`config.mk`:
```
export PLATFORM = sky130hd
export DESIGN_NAME = pri_sel_param_flat
export DESIGN_NICKNAME = d
export VERILOG_FILES = /design/src/rtl/pri_sel_param_if.sv /design/src/rtl/pri_sel_param.sv /design/src/flat_wrapper.sv
export SDC_FILE = /design/constraint.sdc
export NUM_CORES = 1
export LEC_CHECK = 0
export ABC_AREA = 1
export BUFFER_PORTS_ARGS = -buffer_cell sky130_fd_sc_hd__buf_2
export CAP_MARGIN = 20
export CORE_AREA = 4 4 110 112
export CTS_CLUSTER_DIAMETER = 30
export CTS_CLUSTER_SIZE = 10
export DETAILED_ROUTE_END_ITERATION = 16
export DIE_AREA = 0 0 114 116
export GPL_TIMING_DRIVEN = 0
export PLACE_DENSITY = 0.74
export REMOVE_ABC_BUFFERS = 1
export SKIP_CTS_REPAIR_TIMING = 1
export SLEW_MARGIN = 25
export SYNTH_ARGS = -nofsm -noshare
export SYNTH_HDL_FRONTEND = slang
export SYNTH_SLANG_ARGS = --single-unit
```
`constraint.sdc`:
```
create_clock -name clk -period 4.7 [get_ports clk]
set_clock_uncertainty 0.2 [all_clocks]
set_input_delay 0.47 -clock clk [delete_from_list [all_inputs] [get_ports clk]]
set_output_delay 0.47 -clock clk [all_outputs]
set_load 0.05 [all_outputs]
```
`src/rtl/pri_sel_param_if.sv`:
```
// Handshake bundle for pri_sel_param: priority word set in, resolved winner out.
// Both sides are valid/ready; the slave modport is the selector's view.
interface pri_sel_param_if #(
  parameter int N = 16,
  parameter int P = 16,
  parameter int C = (P > 1) ? $clog2(P) : 1
);
  localparam int IW = (N > 1) ? $clog2(N) : 1;

  logic [C-1:0]  in_pri [0:N-1];
  logic          in_valid;
  logic          in_ready;
  logic [N-1:0]  win_mask;
  logic [C-1:0]  max_pri;
  logic          any_req;
  logic [N-1:0]  grant;
  logic [IW-1:0] grant_idx;
  logic          out_valid;
  logic          out_ready;

  modport slave (
    input  in_pri, in_valid, out_ready,
    output in_ready, win_mask, max_pri, any_req, grant, grant_idx, out_valid
  );

  modport master (
    output in_pri, in_valid, out_ready,
    input  in_ready, win_mask, max_pri, any_req, grant, grant_idx, out_valid
  );
endinterface

```
`src/rtl/pri_sel_param.sv`:
```
// Bit-serial (BPC bits/cycle, MSB first) maximum-priority selector with one-hot grant.
// Define PRI_SEL_RR_TIEBREAK_EN for round-robin tie-break; default is lowest-index wins.
module pri_sel_param #(
  parameter int N   = 16,
  parameter int P   = 16,
  parameter int C   = (P > 1) ? $clog2(P) : 1,
  parameter int BPC = 1
) (
  input  logic           clk,
  input  logic           reset,
  pri_sel_param_if.slave bus
);
  localparam int L  = (C + BPC - 1) / BPC;
  localparam int IW = (N > 1) ? $clog2(N) : 1;
  localparam int CW = (L > 1) ? $clog2(L) : 1;
  localparam int CB = (C > 1) ? $clog2(C) : 1;

  typedef enum logic [1:0] {IDLE, SCAN, DONE} state_t;

  state_t        state_q, state_d;
  logic [CW-1:0] cnt_q, cnt_d;
  logic [C-1:0]  data_q [0:N-1];
  logic [C-1:0]  data_d [0:N-1];
  logic [N-1:0]  mask_q, mask_d;
  logic [C-1:0]  max_q, max_d;
  logic          armed_q;
  logic [N-1:0]  cand;
  logic [CB-1:0] bi;
  int            b;
  logic [IW-1:0] rr_ptr;
  logic [IW-1:0] sel_idx;
  logic          done;
  logic          any_q;

  // First set bit of m at or after ptr, searching upward modulo N.
  function automatic logic [IW-1:0] pick(input logic [N-1:0] m, input logic [IW-1:0] ptr);
    logic [IW-1:0] idx;
    logic [IW-1:0] jj;
    logic          found;
    idx   = '0;
    found = 1'b0;
    for (int k = 0; k < N; k++) begin
      jj = IW'((int'(ptr) + k) % N);
      if (!found && m[jj]) begin
        idx   = jj;
        found = 1'b1;
      end
    end
    return idx;
  endfunction

  always_ff @(posedge clk or negedge reset) begin
    if (!reset) begin
      state_q <= IDLE;
      cnt_q   <= '0;
      mask_q  <= '0;
      max_q   <= '0;
      armed_q <= 1'b0;
      for (int i = 0; i < N; i++) data_q[i] <= '0;
    end else begin
      state_q <= state_d;
      cnt_q   <= cnt_d;
      mask_q  <= mask_d;
      max_q   <= max_d;
      armed_q <= 1'b1;
      data_q  <= data_d;
    end
  end

  always_comb begin
    state_d = state_q;
    cnt_d   = cnt_q;
    data_d  = data_q;
    mask_d  = mask_q;
    max_d   = max_q;
    cand    = '0;
    bi      = '0;
    b       = 0;
    case (state_q)
      IDLE: begin
        if (bus.in_valid && armed_q) begin
          data_d = bus.in_pri;
          for (int i = 0; i < N; i++) mask_d[i] = |bus.in_pri[i];
          max_d   = '0;
          cnt_d   = '0;
          state_d = SCAN;
        end
      end
      SCAN: begin
        // Narrow the candidate set one bit at a time; a bit below 0 in the last group is skipped.
        for (int j = 0; j < BPC; j++) begin
          b = C - 1 - int'(cnt_q) * BPC - j;
          if (b >= 0) begin
            bi = CB'(b);
            for (int i = 0; i < N; i++) cand[i] = mask_d[i] & data_q[i][bi];
            if (cand != '0) begin
              mask_d    = cand;
              max_d[bi] = 1'b1;
            end else begin
              max_d[bi] = 1'b0;
            end
          end
        end
        cnt_d = cnt_q + CW'(1);
        if (cnt_q == CW'(L - 1)) state_d = DONE;
      end
      DONE: begin
        if (bus.out_ready) state_d = IDLE;
      end
      default: state_d = IDLE;
    endcase
  end

  assign done    = (state_q == DONE);
  assign any_q   = |mask_q;
  assign sel_idx = pick(mask_q, rr_ptr);

`ifdef PRI_SEL_RR_TIEBREAK_EN
  logic [IW-1:0] rr_q, rr_d;

  always_ff @(posedge clk or negedge reset) begin
    if (!reset) rr_q <= '0;
    else        rr_q <= rr_d;
  end

  // Pointer moves just past the winner, only when someone actually won.
  always_comb begin
    rr_d = rr_q;
    if (done && bus.out_ready && any_q)
      rr_d = (sel_idx == IW'(N - 1)) ? '0 : sel_idx + IW'(1);
  end

  assign rr_ptr = rr_q;
`else
  assign rr_ptr = '0;
`endif

  assign bus.in_ready  = (state_q == IDLE) && armed_q;
  assign bus.out_valid = done;
  assign bus.win_mask  = done ? mask_q : '0;
  assign bus.max_pri   = done ? max_q : '0;
  assign bus.any_req   = done && any_q;
  assign bus.grant_idx = (done && any_q) ? sel_idx : '0;
  assign bus.grant     = (done && any_q) ? (N'(1) << sel_idx) : '0;
endmodule

```
`src/flat_wrapper.sv`:
```
// flat-port wrapper written by rule: the top's interface ports become plain ports
module pri_sel_param_flat 
#(
  parameter int N   = 16,
  parameter int P   = 16,
  parameter int C   = (P > 1) ? $clog2(P) : 1,
  parameter int BPC = 1
)
  (clk, reset, bus_in_pri, bus_in_valid, bus_out_ready, bus_in_ready, bus_win_mask, bus_max_pri, bus_any_req, bus_grant, bus_grant_idx, bus_out_valid);
  pri_sel_param_if #(.N(N), .P(P), .C(C)) bus_i ();
  input  logic clk;
  input  logic reset;
  input wire logic [$bits(bus_i.in_pri)-1:0] bus_in_pri;
  input wire logic [$bits(bus_i.in_valid)-1:0] bus_in_valid;
  input wire logic [$bits(bus_i.out_ready)-1:0] bus_out_ready;
  output wire logic [$bits(bus_i.in_ready)-1:0] bus_in_ready;
  output wire logic [$bits(bus_i.win_mask)-1:0] bus_win_mask;
  output wire logic [$bits(bus_i.max_pri)-1:0] bus_max_pri;
  output wire logic [$bits(bus_i.any_req)-1:0] bus_any_req;
  output wire logic [$bits(bus_i.grant)-1:0] bus_grant;
  output wire logic [$bits(bus_i.grant_idx)-1:0] bus_grant_idx;
  output wire logic [$bits(bus_i.out_valid)-1:0] bus_out_valid;
  assign bus_i.in_pri = {>>{bus_in_pri}};
  assign bus_i.in_valid = bus_in_valid;
  assign bus_i.out_ready = bus_out_ready;
  assign bus_in_ready = bus_i.in_ready;
  assign bus_win_mask = bus_i.win_mask;
  assign bus_max_pri = bus_i.max_pri;
  assign bus_any_req = bus_i.any_req;
  assign bus_grant = bus_i.grant;
  assign bus_grant_idx = bus_i.grant_idx;
  assign bus_out_valid = bus_i.out_valid;
  pri_sel_param #(.N(N), .P(P), .C(C), .BPC(BPC)) u_core (.clk(clk), .reset(reset), .bus(bus_i));
endmodule
```
==> qor.csv <==
metric,value,unit
status,"finished, final reports clean",
io_buffers,110,
critPathArrivalTime,3.45,ns
synth_area,0.00490,mm²
cts_root_buf,clkbuf_16,
worst-path-buf-inv,1,
syn_avg_cell_area,6.94,µm²
yosysSeqAreaShare,45.4,%
cp_slowest_cell,dfrtp_1,
drc_errors,0,
route.antenna.remaining_nets,0,
synth_area_leaders,"dfrtp_1 45%, nand2_1 21%, nor2_1 9.0%",
yosys.cell_types.count,30,
p_per_area,683,mW/mm²
layout-drive-gt1-share,17.2,%
first_pass_iters,5,
crit_path_frequent_cell,nand2_1,
report.final.slew_viol_count,0,
cts_buffer_depth,2,
path_max_fanout,22,
vias,4741,
critPathKind,register to register,
worst_slack,1.28,ns
hold_path.class,input port to register,
r2r_cells,11,
grt_pass1_wl,20900,µm
p_leak,0.00321,µW
sequentialPowerShare,35.7,%
syn_to_final_growth,19.8,%
via_per_inst,5.01,
cts-htree-levels,3,
crit_path_end,u_core.mask_q[11],
max-slew-margin-rel,41.7,%
first_iter_violations,273,
grt_usage,20.0,%
netSwitchingPower,1850,µW
grt_pass1_vias,4381,
final.fill_count,1159,
vdd_drop_max,0.000389,V
post-place-ws,1.29,ns
synth_area_leader_cell,dfrtp_1,
dieArea,0.0132,mm²
diodes,0,
numCtsBuffers,9,
post_drt_wl_per_cell,13.7,µm
cp-startpoint,u_core.cnt_q[1],
switching_share,46.2,%
cts_tree,built,
grt_overflow,0,
worst-r2r-setup-slack,1.28,ns
tightestPinTransition,0.875,ns
routed_wl,13000,µm
p_clk_share,17.0,%
crit_family,simple AND/OR/NAND/NOR gates,
synth_top_area_share,45.4,%
fmax,292,MHz
end_kind,register,
synth_seq_cells,89,
fin_nets,871,
worstSetupStartpointType,register,
cp.required,4.73,ns
min_period_over_period,72.8,%
critical-path-max-stage-delay,0.91,ns
drv_cap,0,
power_frac_comb,47.3,%
row_count,39,
crit_chain,"inv_1, nand3_1, nand2_1, nand2_1, nand2_1, nor2_1, nand2_1, o21ai_4, nand2_4, nand2_1, nand2_1",
synthCells,706,
pin_count,111,
gp_congestion,0.841,
r2r_start,u_core.cnt_q[1],
path_depth,11,
insertion_delay,0.34,ns
die_h,116,µm
rsz0062_at_grt,no,
r2r_end,u_core.mask_q[11],
p_int,2160,µW
ys_warn_count,0,
antenna_found_initial,0,
core,0.0112,mm²
clk_pin_slew,0.06,ns
grt_max_degree,81,
hold_ws,0.122,ns
clock-sinks,89,
finalHoldViolations,0,
fp.dieW,114,µm
period_needed,3.42,ns
initial_utilization,43.7,%
dp_hpwl,9120,µm
setup_viol,0,
==> registers in the layout, summed over array words and instances (netlist names) <==
register / count
u_core.mask_q: 16
u_core.state_q: 2
u_core.max_q: 4
u_core.cnt_q: 2
u_core.armed_q: 1
u_core.data_q: 64
==> final cells by class <==
type	count	area (µm²)	share of cell area, %
inverter	50	190	3.24
clock buffer	11	253	4.30
tap	143	179	3.05
clock inverter	5	30.0	0.511
timing repair buffer	115	669	11.4
multi-input combinational	534	2320	39.6
sequential	89	2230	37.9
==> worst reg2reg max path: cells and delay by family (launching register included) <==
family | cells | cell delay [ns]
buf+inv | 1 | 0.60
compound gates | 1 | 0.51
flops | 1 | 0.91
simple gates | 9 | 1.09
==> cell usage in the layout (no fill, tap or decap), drive strengths merged <==
| cell type | instances |
|---|---|
| o41ai | 18 |
| buf | 114 |
| o2111ai | 1 |
| nor3 | 5 |
| a31oi | 1 |
| o22ai | 1 |
| ha | 4 |
| a21oi | 4 |
| o31ai | 1 |
| clkinv | 3 |
| nor4 | 2 |
| nand3 | 31 |
| inv | 50 |
| o21ai | 61 |
| clkinvlp | 2 |
| o211a | 1 |
| conb | 1 |
| nand4 | 2 |
| nor3b | 1 |
| dfrtp | 89 |
| clkbuf | 11 |
| nor2 | 118 |
| nand2 | 282 |
| dlygate4sd3 | 1 |
==> how the worst min path moves through the flow <==
stage	cells after the start	slack [ns]	startpoint	to
after CTS	1	-0.15	reset	u_core.data_q[46]
after detailed placement	1	0.22	reset	u_core.data_q[46]
after global routing	2	0.12	bus_out_ready	u_core.state_q[1]
after floorplan	0	-0.03	reset	u_core.armed_q
final	2	0.12	bus_out_ready	u_core.state_q[1]
after global placement	2	0.26	u_core.data_q[50]	u_core.data_q[50]
==> synthesized netlist by cell type, drive strengths merged <==
library cell	count
ha	4
o31ai	1
a21oi	4
o21ai	61
o2111ai	1
o211a	1
o41ai	18
nand2	282
nand4	2
nor3	5
nand3	31
nor4	2
dfrtp	89
inv	50
conb	1
buf	15
a31oi	1
nor2	118
nor3b	1
clkbuf	18
o22ai	1
==> power groups by stage <==
stage / logic [µW] / registers, µW / clock network, µW
final: 1900 / 1430 / 683
after global routing: 2170 / 1480 / 729
after CTS: 1910 / 1430 / 697
after detailed placement: 1900 / 1440 / 0
after global placement: 1780 / 1450 / 0
after floorplan: 1360 / 1370 / 0
==> cells by family after synthesis <==
| family | after synthesis | share of synthesized area, % |
|---|---|---|
| other | 1 | 0.0765 |
| and+or+nand+nor | 441 | 35.2 |
| AOI/OAI and AO/OA | 88 | 10.9 |
| DFF | 89 | 45.4 |
| buffers and inverters | 83 | 7.35 |
| adders and majority gates | 4 | 1.02 |
==> per-layer routing <==
layer / vias up / global-route usage, % / wire (µm)
li1: 2410 / - / -
met4: 0 / 6.18 / 191
met3: 17 / 3.50 / 687
met2: 152 / 33.2 / 6200
met5: - / 0 / 0
met1: 2162 / 26.7 / 5940
==> stage by stage <==
stage / total power (µW) / util, % / TNS [ns] / area (µm²) / std cells
after global placement: 3240 / 48.6 / 0 / 5460 / 926
after detailed placement: 3340 / 49.7 / 0 / 5580 / 930
after global routing: 4390 / 52.3 / 0 / 5870 / 947
final: 4010 / 52.3 / 0 / 5870 / 947
after CTS: 4030 / 52.2 / 0 / 5860 / 946
after floorplan: 2730 / - / -0.509 / 4730 / 673
Note: power is estimated with default switching activity, not from simulation.
